`src/rtl/mips_multicycle_ctrl.sv`:
```
// Multicycle sequencer for the MIPS core: steps the shared datapath through
// fetch/decode/execute/memory/writeback over one unified memory port.
module mips_multicycle_ctrl #(
    parameter int unsigned MEM_TIMEOUT = 16
) (
    input  logic        clock,
    input  logic        reset,
    input  logic        except,
    input  logic [1:0]  control_type,
    input  logic        mem_read,
    input  logic        word_we,
    input  logic        byte_we,
    input  logic        writeenable,
    input  logic        mem_ready,
    output logic        pc_we,
    output logic        ir_we,
    output logic        mem_req,
    output logic        mem_we,
    output logic        mem_addr_sel,
    output logic        rf_we,
    output logic        halted,
    output logic        bus_error,
    output logic [31:0] retired,
    output logic [2:0]  state
);

    typedef enum logic [2:0] {
        S_FETCH  = 3'd0,
        S_DECODE = 3'd1,
        S_EXEC   = 3'd2,
        S_MEM    = 3'd3,
        S_WB     = 3'd4,
        S_HALT   = 3'd5
    } state_t;

    localparam logic [7:0] TIMEOUT_M1 = 8'(MEM_TIMEOUT - 1);

    state_t      state_q, state_d;
    logic [7:0]  wait_cnt_q, wait_cnt_d;
    logic [31:0] retired_q, retired_d;
    logic        bus_error_q, bus_error_d;

    logic pc_we_c, ir_we_c, mem_req_c, mem_we_c, mem_addr_sel_c, rf_we_c, halted_c;
    logic retire, expire, timeout_hit, mem_op;

    // The next-PC selector is consumed by the datapath only.
    logic unused_control_type;
    assign unused_control_type = ^control_type;

    assign timeout_hit = (wait_cnt_q == TIMEOUT_M1);
    assign mem_op      = mem_read | word_we | byte_we;

    always_comb begin
        state_d        = state_q;
        pc_we_c        = 1'b0;
        ir_we_c        = 1'b0;
        mem_req_c      = 1'b0;
        mem_we_c       = 1'b0;
        mem_addr_sel_c = 1'b0;
        rf_we_c        = 1'b0;
        halted_c       = 1'b0;
        retire         = 1'b0;
        expire         = 1'b0;

        case (state_q)
            S_FETCH: begin
                mem_req_c = 1'b1;
                if (mem_ready) begin
                    ir_we_c = 1'b1;
                    state_d = S_DECODE;
                end else if (timeout_hit) begin
                    expire  = 1'b1;
                    state_d = S_HALT;
                end
            end
            S_DECODE: state_d = except ? S_HALT : S_EXEC;
            S_EXEC: begin
                if (mem_op) begin
                    state_d = S_MEM;
                end else if (writeenable) begin
                    state_d = S_WB;
                end else begin
                    pc_we_c = 1'b1;
                    retire  = 1'b1;
                    state_d = S_FETCH;
                end
            end
            S_MEM: begin
                mem_req_c      = 1'b1;
                mem_addr_sel_c = 1'b1;
                mem_we_c       = word_we | byte_we;
                if (mem_ready) begin
                    if (mem_read) begin
                        state_d = S_WB;
                    end else begin
                        pc_we_c = 1'b1;
                        retire  = 1'b1;
                        state_d = S_FETCH;
                    end
                end else if (timeout_hit) begin
                    expire  = 1'b1;
                    state_d = S_HALT;
                end
            end
            S_WB: begin
                rf_we_c = 1'b1;
                pc_we_c = 1'b1;
                retire  = 1'b1;
                state_d = S_FETCH;
            end
            S_HALT:  halted_c = 1'b1;
            default: state_d  = S_HALT;
        endcase

        // Any state change (into FETCH or MEM in particular) restarts the watchdog.
        if (state_d != state_q) begin
            wait_cnt_d = '0;
        end else if (mem_req_c && !mem_ready) begin
            wait_cnt_d = wait_cnt_q + 8'd1;
        end else begin
            wait_cnt_d = wait_cnt_q;
        end

        retired_d   = retired_q + {31'd0, retire};
        bus_error_d = bus_error_q | expire;
    end

    always_ff @(posedge clock) begin
        if (reset) begin
            state_q     <= S_FETCH;
            wait_cnt_q  <= '0;
            retired_q   <= '0;
            bus_error_q <= 1'b0;
        end else begin
            state_q     <= state_d;
            wait_cnt_q  <= wait_cnt_d;
            retired_q   <= retired_d;
            bus_error_q <= bus_error_d;
        end
    end

    // Strobes react to mem_ready within the cycle, so they are decoded, not
    // registered; reset masks every output immediately.
    always_comb begin
        pc_we        = pc_we_c & ~reset;
        ir_we        = ir_we_c & ~reset;
        mem_req      = mem_req_c & ~reset;
        mem_we       = mem_we_c & ~reset;
        mem_addr_sel = mem_addr_sel_c & ~reset;
        rf_we        = rf_we_c & ~reset;
        halted       = halted_c & ~reset;
        bus_error    = bus_error_q & ~reset;
        retired      = reset ? '0 : retired_q;
        state        = reset ? 3'd0 : state_q;
    end

endmodule

```
`config.mk`:
```
export PLATFORM = sky130hd
export DESIGN_NAME = mips_multicycle_ctrl
export DESIGN_NICKNAME = d
export VERILOG_FILES = /design/src/rtl/mips_multicycle_ctrl.sv
export SDC_FILE = /design/constraint.sdc
export NUM_CORES = 1
export LEC_CHECK = 0
export CORE_UTILIZATION = 51
export DETAILED_ROUTE_END_ITERATION = 7
export PLACE_DENSITY = 0.8
export SLEW_MARGIN = 20
export SYNTH_ARGS = -nofsm -noshare
export SYNTH_HDL_FRONTEND = slang
export SYNTH_SLANG_ARGS = --single-unit
```
`constraint.sdc`:
```
create_clock -name clock -period 3.5 [get_ports clock]
set_input_delay 1.05 -clock clock [delete_from_list [all_inputs] [get_ports clock]]
set_output_delay 1.05 -clock clock [all_outputs]
set_load 0.05 [all_outputs]
```
==> impl_metrics.ini, run 1 <==
[power_and_ir_drop]
p_int_uw = 735
p_switching_uw = 275
ir_worst_vdd_mv = 0.191
pwr-share-seq = 0.518
power.total_mw = 1.01
pwr-share-comb = 0.158
p_per_area_mw_per_mm2 = 309
leakagePower_nw = 1.28
p_clk_frac = 0.324
switching_share = 0.272

[setup_path]
critical_path.top_delay_family = simple AND/OR/NAND/NOR gates
cp_slowest_cell = o41ai_2
critPathMaxStageDelay_ps = 290
path_cells = dlygate4sd2_1, nor4_1, a21oi_1, o41ai_2, nor2b_4, buf_12
start_kind = input port
reg2reg_setup_slack_ps = 920
crit_buf_inv = 2
worstSetupPathType = in -> out
cp.arrival_ps = 2310
critPathRequiredTime_ps = 2450
worstSetupEndpointType = primary output
cp_max_fo = 2

[place]
portBuffers = 50
dp_hpwl_um = 3720
finalWeightedCongestion = 0.868
place_area_mm2 = 0.00317

[layout]
final_cell_mix = 44 x dfxtp_1, 40 x nor2_1, 37 x nor2b_1
finalInstanceArea_mm2 = 0.00327
num-fill-cells = 334
final_common_cell = dfxtp_1
syn_to_final_growth_pct = 34.5
nets = 362
multi_input_area_mm2 = 0.00149
register_area_um2 = 881
drive_gt1_frac = 0.231
num_antenna_cells = 0

[outcome]
violations = design-rule violations
status = complete, but fails checks

[synthesis]
synth_top_area_cell = dfxtp_1
synth_top_area_share = 0.362
ys_types = 47
netlist_area_mm2 = 0.00243
synth_edf_count = 0
synth_area_leaders = dfxtp_1 36%, xor2_1 12%, nor2b_1 9.8%, nor2_1 6.3%, nand3_1 4.1%
synth.avg_cell_area_um2 = 8.14
ys.flop_type = dfxtp_1
yosys_warnings = 0
ys_seq_area_frac = 0.362
synth-async-reset-ratio = 0
syn_nets = 312
syn_inst = 299
ys_seq_elements = 44

[sta]
setup_viol = 0
rsz0062_at_grt = no
final.period_utilization = 0.960
worstMarginPinSlew_ps = 702
skew_ps = 7.66
slew_viol_final = 0
period_minus_slack_ps = 3360
max_freq_ghz = 0.298
hold_violations = 0
max_slew_margin = 0.532

[route]
ant_nets = 0
vias = 2189
post_drt_wl_per_cell_um = 13.1
drt_wl_total_um = 5270
first_pass_iters = 6
dr.first_iter.drc_count = 143
vias_per_cell = 5.45
drc_errors = 5

[clocking]
numClockSinks = 44
cts_buffers = 5
clkLatencyLatePin_ps = 290
cts_setup_buffers = 0
cts_tree = built
postCtsHoldBufs = 0
clk_path_buf_depth = 2
h-tree-depth = 2
path_clk_slew_ps = 80
cts_root_buffer = clkbuf_8

[floorplan]
start_util = 0.544
io_pins = 53
dieArea_mm2 = 0.00505
core_mm2 = 0.00447
row_count = 24
die_h_um = 71.1
die_w_um = 71.1

[global_routing]
grt_max_degree = 53
track_usage = 0.219
grt_pass1_wl_um = 8870
overflow = 0
antenna_found_initial = 0
grt_pass1_vias = 1981

[worst_hold_path]
hp-class = reg -> reg

[run]
maxCapViolCount = 0
[worst reg2reg max path: cells and delay by family, from the launching register on]
family	cells	cell delay, ps
flip-flops	1	560
buffers and inverters	3	470
AO/OA/AOI/OAI	1	410
AND/OR/NAND/NOR	3	430
adder cells (fa/ha/maj)	2	430
XOR/XNOR	1	180
[state kept, by name (all words and copies together) (netlist names)]
register,flops
bus_error_q,1
wait_cnt_q,8
state_q,3
retired_q,32
[final cells by class]
type,count,share of cell area
Clock buffer,8,0.0275
Timing Repair Buffer,61,0.223
Tap cell,52,0.0199
Sequential cell,44,0.269
Multi-Input combinational cell,233,0.456
Inverter,4,0.00459
[power by group through the flow]
| stage | registers, mW | logic (mW) | clock network [mW] |
|---|---|---|---|
| detailed placement | 0.535 | 0.159 | 0 |
| global route | 0.526 | 0.173 | 0.364 |
| global placement | 0.534 | 0.157 | 0 |
| finish | 0.523 | 0.160 | 0.327 |
| CTS | 0.523 | 0.160 | 0.334 |
| floorplan | 0.522 | 0.119 | 0 |
[metal layers]
metal  GRT usage  routed length, µm
met5           0                  0
met4      0.0756                 74
met3      0.0541                284
met2       0.373               2590
met1       0.270               2320
[through the flow]
stage	TNS (ps)	utilization	std cells	setup slack, ps	hold slack (ps)
finish	0	0.732	402	141	517
global route	0	0.732	402	58.4	556
CTS	0	0.732	402	84.0	530
detailed placement	-809	0.709	394	-145	510
global placement	-346	0.709	394	-120	488
floorplan	0	-	299	26.6	472
[Yosys cell counts (all sizes together), types with 2 or more instances]
library cell / count
a21oi: 8
and2: 5
and3: 6
and4: 4
buf: 5
clkbuf: 13
dfxtp: 44
ha: 3
inv: 4
nand2: 14
nand2b: 3
nand3: 20
nand4: 11
nor2: 49
nor2b: 38
nor3: 5
nor4: 4
o22a: 2
or2: 2
or4: 2
xnor2: 6
xor2: 32
[worst paths after layout]
| check | from | end | cells after the start |
|---|---|---|---|
| setup / recovery | byte_we | pc_we | 6 |
| hold / removal | retired_q[31]$_SDFF_PP0_ | retired_q[31]$_SDFF_PP0_ | 2 |
| setup reg to reg | state_q[1]$_SDFF_PP0_ | retired_q[14]$_SDFF_PP0_ | 10 |
| hold reg to reg | retired_q[31]$_SDFF_PP0_ | retired_q[31]$_SDFF_PP0_ | 2 |
[what timing repair did]
action | CTS | global route
endpoints found under the setup margin | 1 | 1
gates resized for setup | 5 | 0
pin swaps | 2 | 1
[kinds of logic (layout without fill, tap and decap cells)]
group,count (synthesis),count (layout),synth area share
buffers and inverters,22,73,0.0370
AOI/OAI and AO/OA,23,23,0.0679
adders and majority gates,3,3,0.0154
DFF,44,44,0.362
and+or+nand+nor,168,168,0.377
xor gates and xnor gates,38,38,0.137
muxes,1,1,0.00411
Note: power is estimated with default switching activity, not from simulation.
==> run 2: changes to the inputs <==
CORE_UTILIZATION = 55   (was 51)
GPL_TIMING_DRIVEN = 0   (was default)
PLACE_DENSITY = 0.86   (was 0.8)
TNS_END_PERCENT = 30   (was default)
clock period = 4.3 ns   (was 3.5 ns; I/O delays follow)
==> run 2 against run 1 <==
  * The run now ends clean
  * Power decreased by 19%
  * First-iteration DRC count up 71%
  * Sequential cell count unchanged
  * Clock-buffer cell count unchanged
  * Sequential share of layout area up 1.5 points
  * Combinational power is 18% lower
  * Final cell count rose by 1.2%
  * Design area fell by 5.4%
  * Global-route usage is 3.2 points higher
  * Utilization up 2.1 points
  * Highest routed layer unchanged
==> impl_metrics.ini, run 2 (synthesis results as in run 1) <==
[sta]
worstMarginPinSlew_ps = 643
setup_viol = 0
hold_violations = 0
period_minus_slack_ps = 4260
final.period_utilization = 0.991
max_slew_margin = 0.568
max_freq_ghz = 0.235
fin_ws_ps = 36.8
skew_ps = 10.3
rsz0062_at_grt = yes
slew_viol_final = 0

[setup_path]
start_kind = input port
worstSetupPathType = in -> out
cp_max_fo = 10
worstSetupEndpointType = primary output
reg2reg_setup_slack_ps = 1090
worstReg2RegStart = state_q[2]$_SDFF_PP0_
critPathRequiredTime_ps = 3010
r2r_end = retired_q[28]$_SDFF_PP0_
reg2regPathDepth = 11
cp.arrival_ps = 2970

[layout]
reg.largest.list = retired_q x32, wait_cnt_q x8, state_q x3
num_antenna_cells = 0
layout.cells.non_filler = 407
syn_to_final_growth_pct = 27.3
nets = 369
max_flop_register = retired_q
final_common_cell = dfxtp_1
drive_gt1_frac = 0.0980
largest_reg_flops = 32
final_cell_mix = 44 x dfxtp_1, 41 x nor2_1, 38 x nor2b_1

[worst_hold_path]
min_from = retired_q[29]$_SDFF_PP0_
hp-class = reg -> reg
min_path_cells = 2
min_to = retired_q[29]$_SDFF_PP0_

[power_and_ir_drop]
leakagePower_nw = 1.44
p_int_uw = 589
p_per_area_mw_per_mm2 = 263
switching_share = 0.279
p_clk_frac = 0.328
pwr-share-seq = 0.510
ir_worst_vdd_mv = 0.161
p_switching_uw = 227
pwr-share-comb = 0.162
power.total_uw = 816

[route]
ant_nets = 0
post_drt_wl_per_cell_um = 13.7
vias = 2256
drt_wl_total_um = 5590
vias_per_cell = 5.54
dr.first_iter.drc_count = 244
first_pass_iters = 4
drc_errors = 0

[global_routing]
antenna_found_initial = 0
grt_max_degree = 13
use_met3 = 0.0428
gr-usage-met1 = 0.333
overflow = 0
grt_pass1_vias = 1955
track_usage = 0.251
busiest_layer = met2
grt_pass1_wl_um = 8770
use_met2 = 0.403

[clocking]
h-tree-depth = 2
cts_buffers = 5
cts_tree = built
numClockSinks = 44
clk_path_buf_depth = 2
cts_root_buffer = clkbuf_8
clkLatencyLatePin_ps = 300
cts_setup_buffers = 0
path_clk_slew_ps = 70

[run]
maxCapViolCount = 0

[outcome]
status = finished, final reports clean

[floorplan]
core_mm2 = 0.00412
row_count = 23
io_pins = 53
start_util = 0.591
dieArea_mm2 = 0.00469
die_h_um = 68.5
die_w_um = 68.5

[place]
finalWeightedCongestion = 0.855
portBuffers = 50
dp_slack_ps = -711
dp_hpwl_um = 3910
dp_cells = 399
==> run 2: changes by cell type in the layout (fill, tap and decap cells not counted), sizes merged <==
cell / change
buf: -49
clkbuf: +17
clkdlybuf4s15: +3
clkdlybuf4s50: +9
dlygate4sd2: +16
dlymetal6s2s: +11
==> run 2: how the worst max path moves through the flow <==
stage / depth (start not counted) / end / from / slack, ps
final: 4 / retired[7] / reset / 40
after global routing: 4 / retired[7] / reset / -10
after global placement: 6 / pc_we / mem_ready / -650
after CTS: 4 / mem_addr_sel / reset / 0.9
after detailed placement: 6 / pc_we / mem_ready / -710
after floorplan: 4 / pc_we / mem_ready / 290
==> run 2: critical path, stage by stage <==
cell and delay (ps):
clkdlybuf4s50_1 480, clkbuf_2 240, nor2b_1 150, clkdlybuf4s50_1 810
==> run 2: what timing repair did <==
action | CTS | global route
cloned | 0 | 0
endpoints found under the setup margin | 45 | 31
endpoints found under the hold margin | 0 | 0
hold buffers | 0 | 0
resized for setup | 41 | 24
==> run 2: metal layers <==
| metal | share of wire | wire length, µm |
|---|---|---|
| met1 | 0.46 | 2580 |
| met2 | 0.47 | 2610 |
| met3 | 0.057 | 317 |
| met4 | 0.016 | 88 |
| met5 | 0 | 0 |
==> run 2: cell type report <==
type / count / area, µm²
Tap cell: 50 / 62.6
Multi-Input combinational cell: 233 / 1490
Clock buffer: 8 / 90.1
Inverter: 4 / 15.0
Buffer: 18 / 82.6
Fill cell: 333 / 1020
Timing Repair Buffer: 50 / 482
Sequential cell: 44 / 881
==> run 2: metrics by stage <==
step	util	area, µm²	TNS, ps	hold WS [ps]
global placement	0.730	3000	-14390	487
CTS	0.747	3070	0	528
floorplan	-	2440	0	472
finish	0.753	3100	0	528
detailed placement	0.730	3000	-15390	507
global route	0.753	3100	-28.3	566
==> run 2: power groups by stage <==
| stage | logic [mW] | registers [mW] | clock network (mW) |
|---|---|---|---|
| 2_1_floorplan | 0.0961 | 0.425 | 0 |
| 4_1_cts | 0.132 | 0.416 | 0.273 |
| 5_1_grt | 0.143 | 0.417 | 0.291 |
| 3_3_place_gp | 0.131 | 0.426 | 0 |
| 3_5_place_dp | 0.133 | 0.426 | 0 |
| 6_report | 0.132 | 0.416 | 0.267 |
==> run 3: changes to the inputs <==
CAP_MARGIN = 30   (was default)
==> run 3 against run 2 <==
  * Clock-buffer cell count unchanged
  * Non-clock buffer count increased by 1
  * Critical path depth unchanged
  * Critical path type unchanged
  * Largest power group unchanged
  * Highest routed layer unchanged
==> impl_metrics.ini, run 3 (synthesis results as in run 1) <==
[setup_path]
cp.arrival_ps = 2970
reg2regPathDepth = 12
worstSetupEndpointType = primary output
cp_max_fo = 10
critPathRequiredTime_ps = 3010
start_kind = input port
worstSetupPathType = in -> out

[layout]
max_flop_register = retired_q
nets = 370
syn_to_final_growth_pct = 27.1
largest_reg_flops = 32
num-fill-cells = 340
final_common_cell = dfxtp_1
final_cell_mix = 44 x dfxtp_1, 41 x nor2_1, 38 x nor2b_1
finalInstanceArea_mm2 = 0.00309
drive_gt1_frac = 0.101
num_antenna_cells = 0
reg.largest.list = retired_q x32, wait_cnt_q x8, state_q x3

[place]
place_area_mm2 = 0.00300
portBuffers = 50
finalWeightedCongestion = 0.855
dp_hpwl_um = 3910

[clocking]
clk_path_buf_depth = 2
cts_buffers = 5
clkLatencyLatePin_ps = 300
cts_tree = built
numClockSinks = 44
path_clk_slew_ps = 80
cts_root_buffer = clkbuf_8
h-tree-depth = 2

[sta]
slew_viol_final = 0
rsz0062_at_grt = yes
setup_viol = 0
hold_violations = 0
skew_ps = 10.6
max_freq_ghz = 0.235
final.period_utilization = 0.990
period_minus_slack_ps = 4260
max_slew_margin = 0.617
setup_tns_ps = 0
worstMarginPinSlew_ps = 572

[power_and_ir_drop]
power.total_uw = 816
ir_worst_vdd_mv = 0.160
p_int_uw = 589
pwr-share-comb = 0.162
pwr-share-seq = 0.510
p_clk_frac = 0.328
p_per_area_mw_per_mm2 = 264
leakagePower_nw = 1.43
switching_share = 0.279
p_switching_uw = 227

[route]
ant_nets = 0
wl_met3_um = 302
vias = 2242
vias_per_cell = 5.50
top_layer_used = met4
post_drt_wl_per_cell_um = 13.5
drc_errors = 0
dr.first_iter.drc_count = 227
first_pass_iters = 4
drt_wl_total_um = 5500
wl_met2_um = 2560
met1_length_um = 2550

[floorplan]
die_h_um = 68.5
core_mm2 = 0.00412
die_w_um = 68.5
dieArea_mm2 = 0.00469
row_count = 23
io_pins = 53
start_util = 0.591

[global_routing]
overflow = 0
grt_pass1_vias = 1955
grt_max_degree = 13
grt_pass1_wl_um = 8770
antenna_found_initial = 0
track_usage = 0.251

[outcome]
status = finished, final reports clean

[run]
maxCapViolCount = 0

[worst_hold_path]
hp-class = reg -> reg
min_path_cells = 2
==> run 3: cell types whose count changed in the layout (fill, tap and decap cells not counted), sizes merged <==
cell  change
buf       +1
==> run 3: cell type report <==
| type | count | area [µm²] | area share |
|---|---|---|---|
| Multi-Input combinational cell | 233 | 1480 | 0.477 |
| Tap cell | 50 | 62.6 | 0.0202 |
| Inverter | 4 | 15.0 | 0.00485 |
| Sequential cell | 44 | 881 | 0.285 |
| Timing Repair Buffer | 51 | 487 | 0.157 |
| Buffer | 18 | 82.6 | 0.0267 |
| Clock buffer | 8 | 90.1 | 0.0291 |
==> run 3: worst paths after layout <==
kind | from | to | slack (ps)
setup / recovery | reset | retired[10] | 40
hold / removal | wait_cnt_q[3]$_SDFFE_PP0P_ | wait_cnt_q[3]$_SDFFE_PP0P_ | 530
setup reg to reg | state_q[2]$_SDFF_PP0_ | retired_q[22]$_SDFF_PP0_ | 1080
hold reg to reg | wait_cnt_q[3]$_SDFFE_PP0P_ | wait_cnt_q[3]$_SDFFE_PP0P_ | 530
==> run 3: layer usage <==
metal	track usage	vias up
li1	-	1123
met1	0.333	1042
met2	0.403	68
met3	0.0428	9
met4	0.0990	0
met5	0	-
==> run 3: per-stage QoR <==
step           setup WS (ps)  utilization  std cells  hold slack [ps]
5_1_grt                -7.19        0.752        408              566
3_5_place_dp            -711        0.730        399              507
2_1_floorplan            294            -        299              472
6_report                40.9        0.752        408              529
3_3_place_gp            -648        0.730        399              487
4_1_cts                0.860        0.747        407              528
==> run 3: power by group through the flow <==
stage          registers (mW)  clock network, mW  logic [mW]
2_1_floorplan           0.425                  0      0.0961
3_3_place_gp            0.426                  0       0.131
3_5_place_dp            0.426                  0       0.133
4_1_cts                 0.416              0.273       0.132
5_1_grt                 0.417              0.291       0.143
6_report                0.416              0.267       0.132
==> run 3: timing repair <==
item | 4_1_cts | 5_1_grt
setup buffers | 0 | 0
hold buffers | 0 | 0
resized for setup | 41 | 23
setup endpoints to repair | 45 | 21
==> run 3: critical path, cell delays in order <==
cell,delay [ps]
clkdlybuf4s50_1,480
clkbuf_2,240
nor2b_1,150
clkdlybuf4s50_1,810
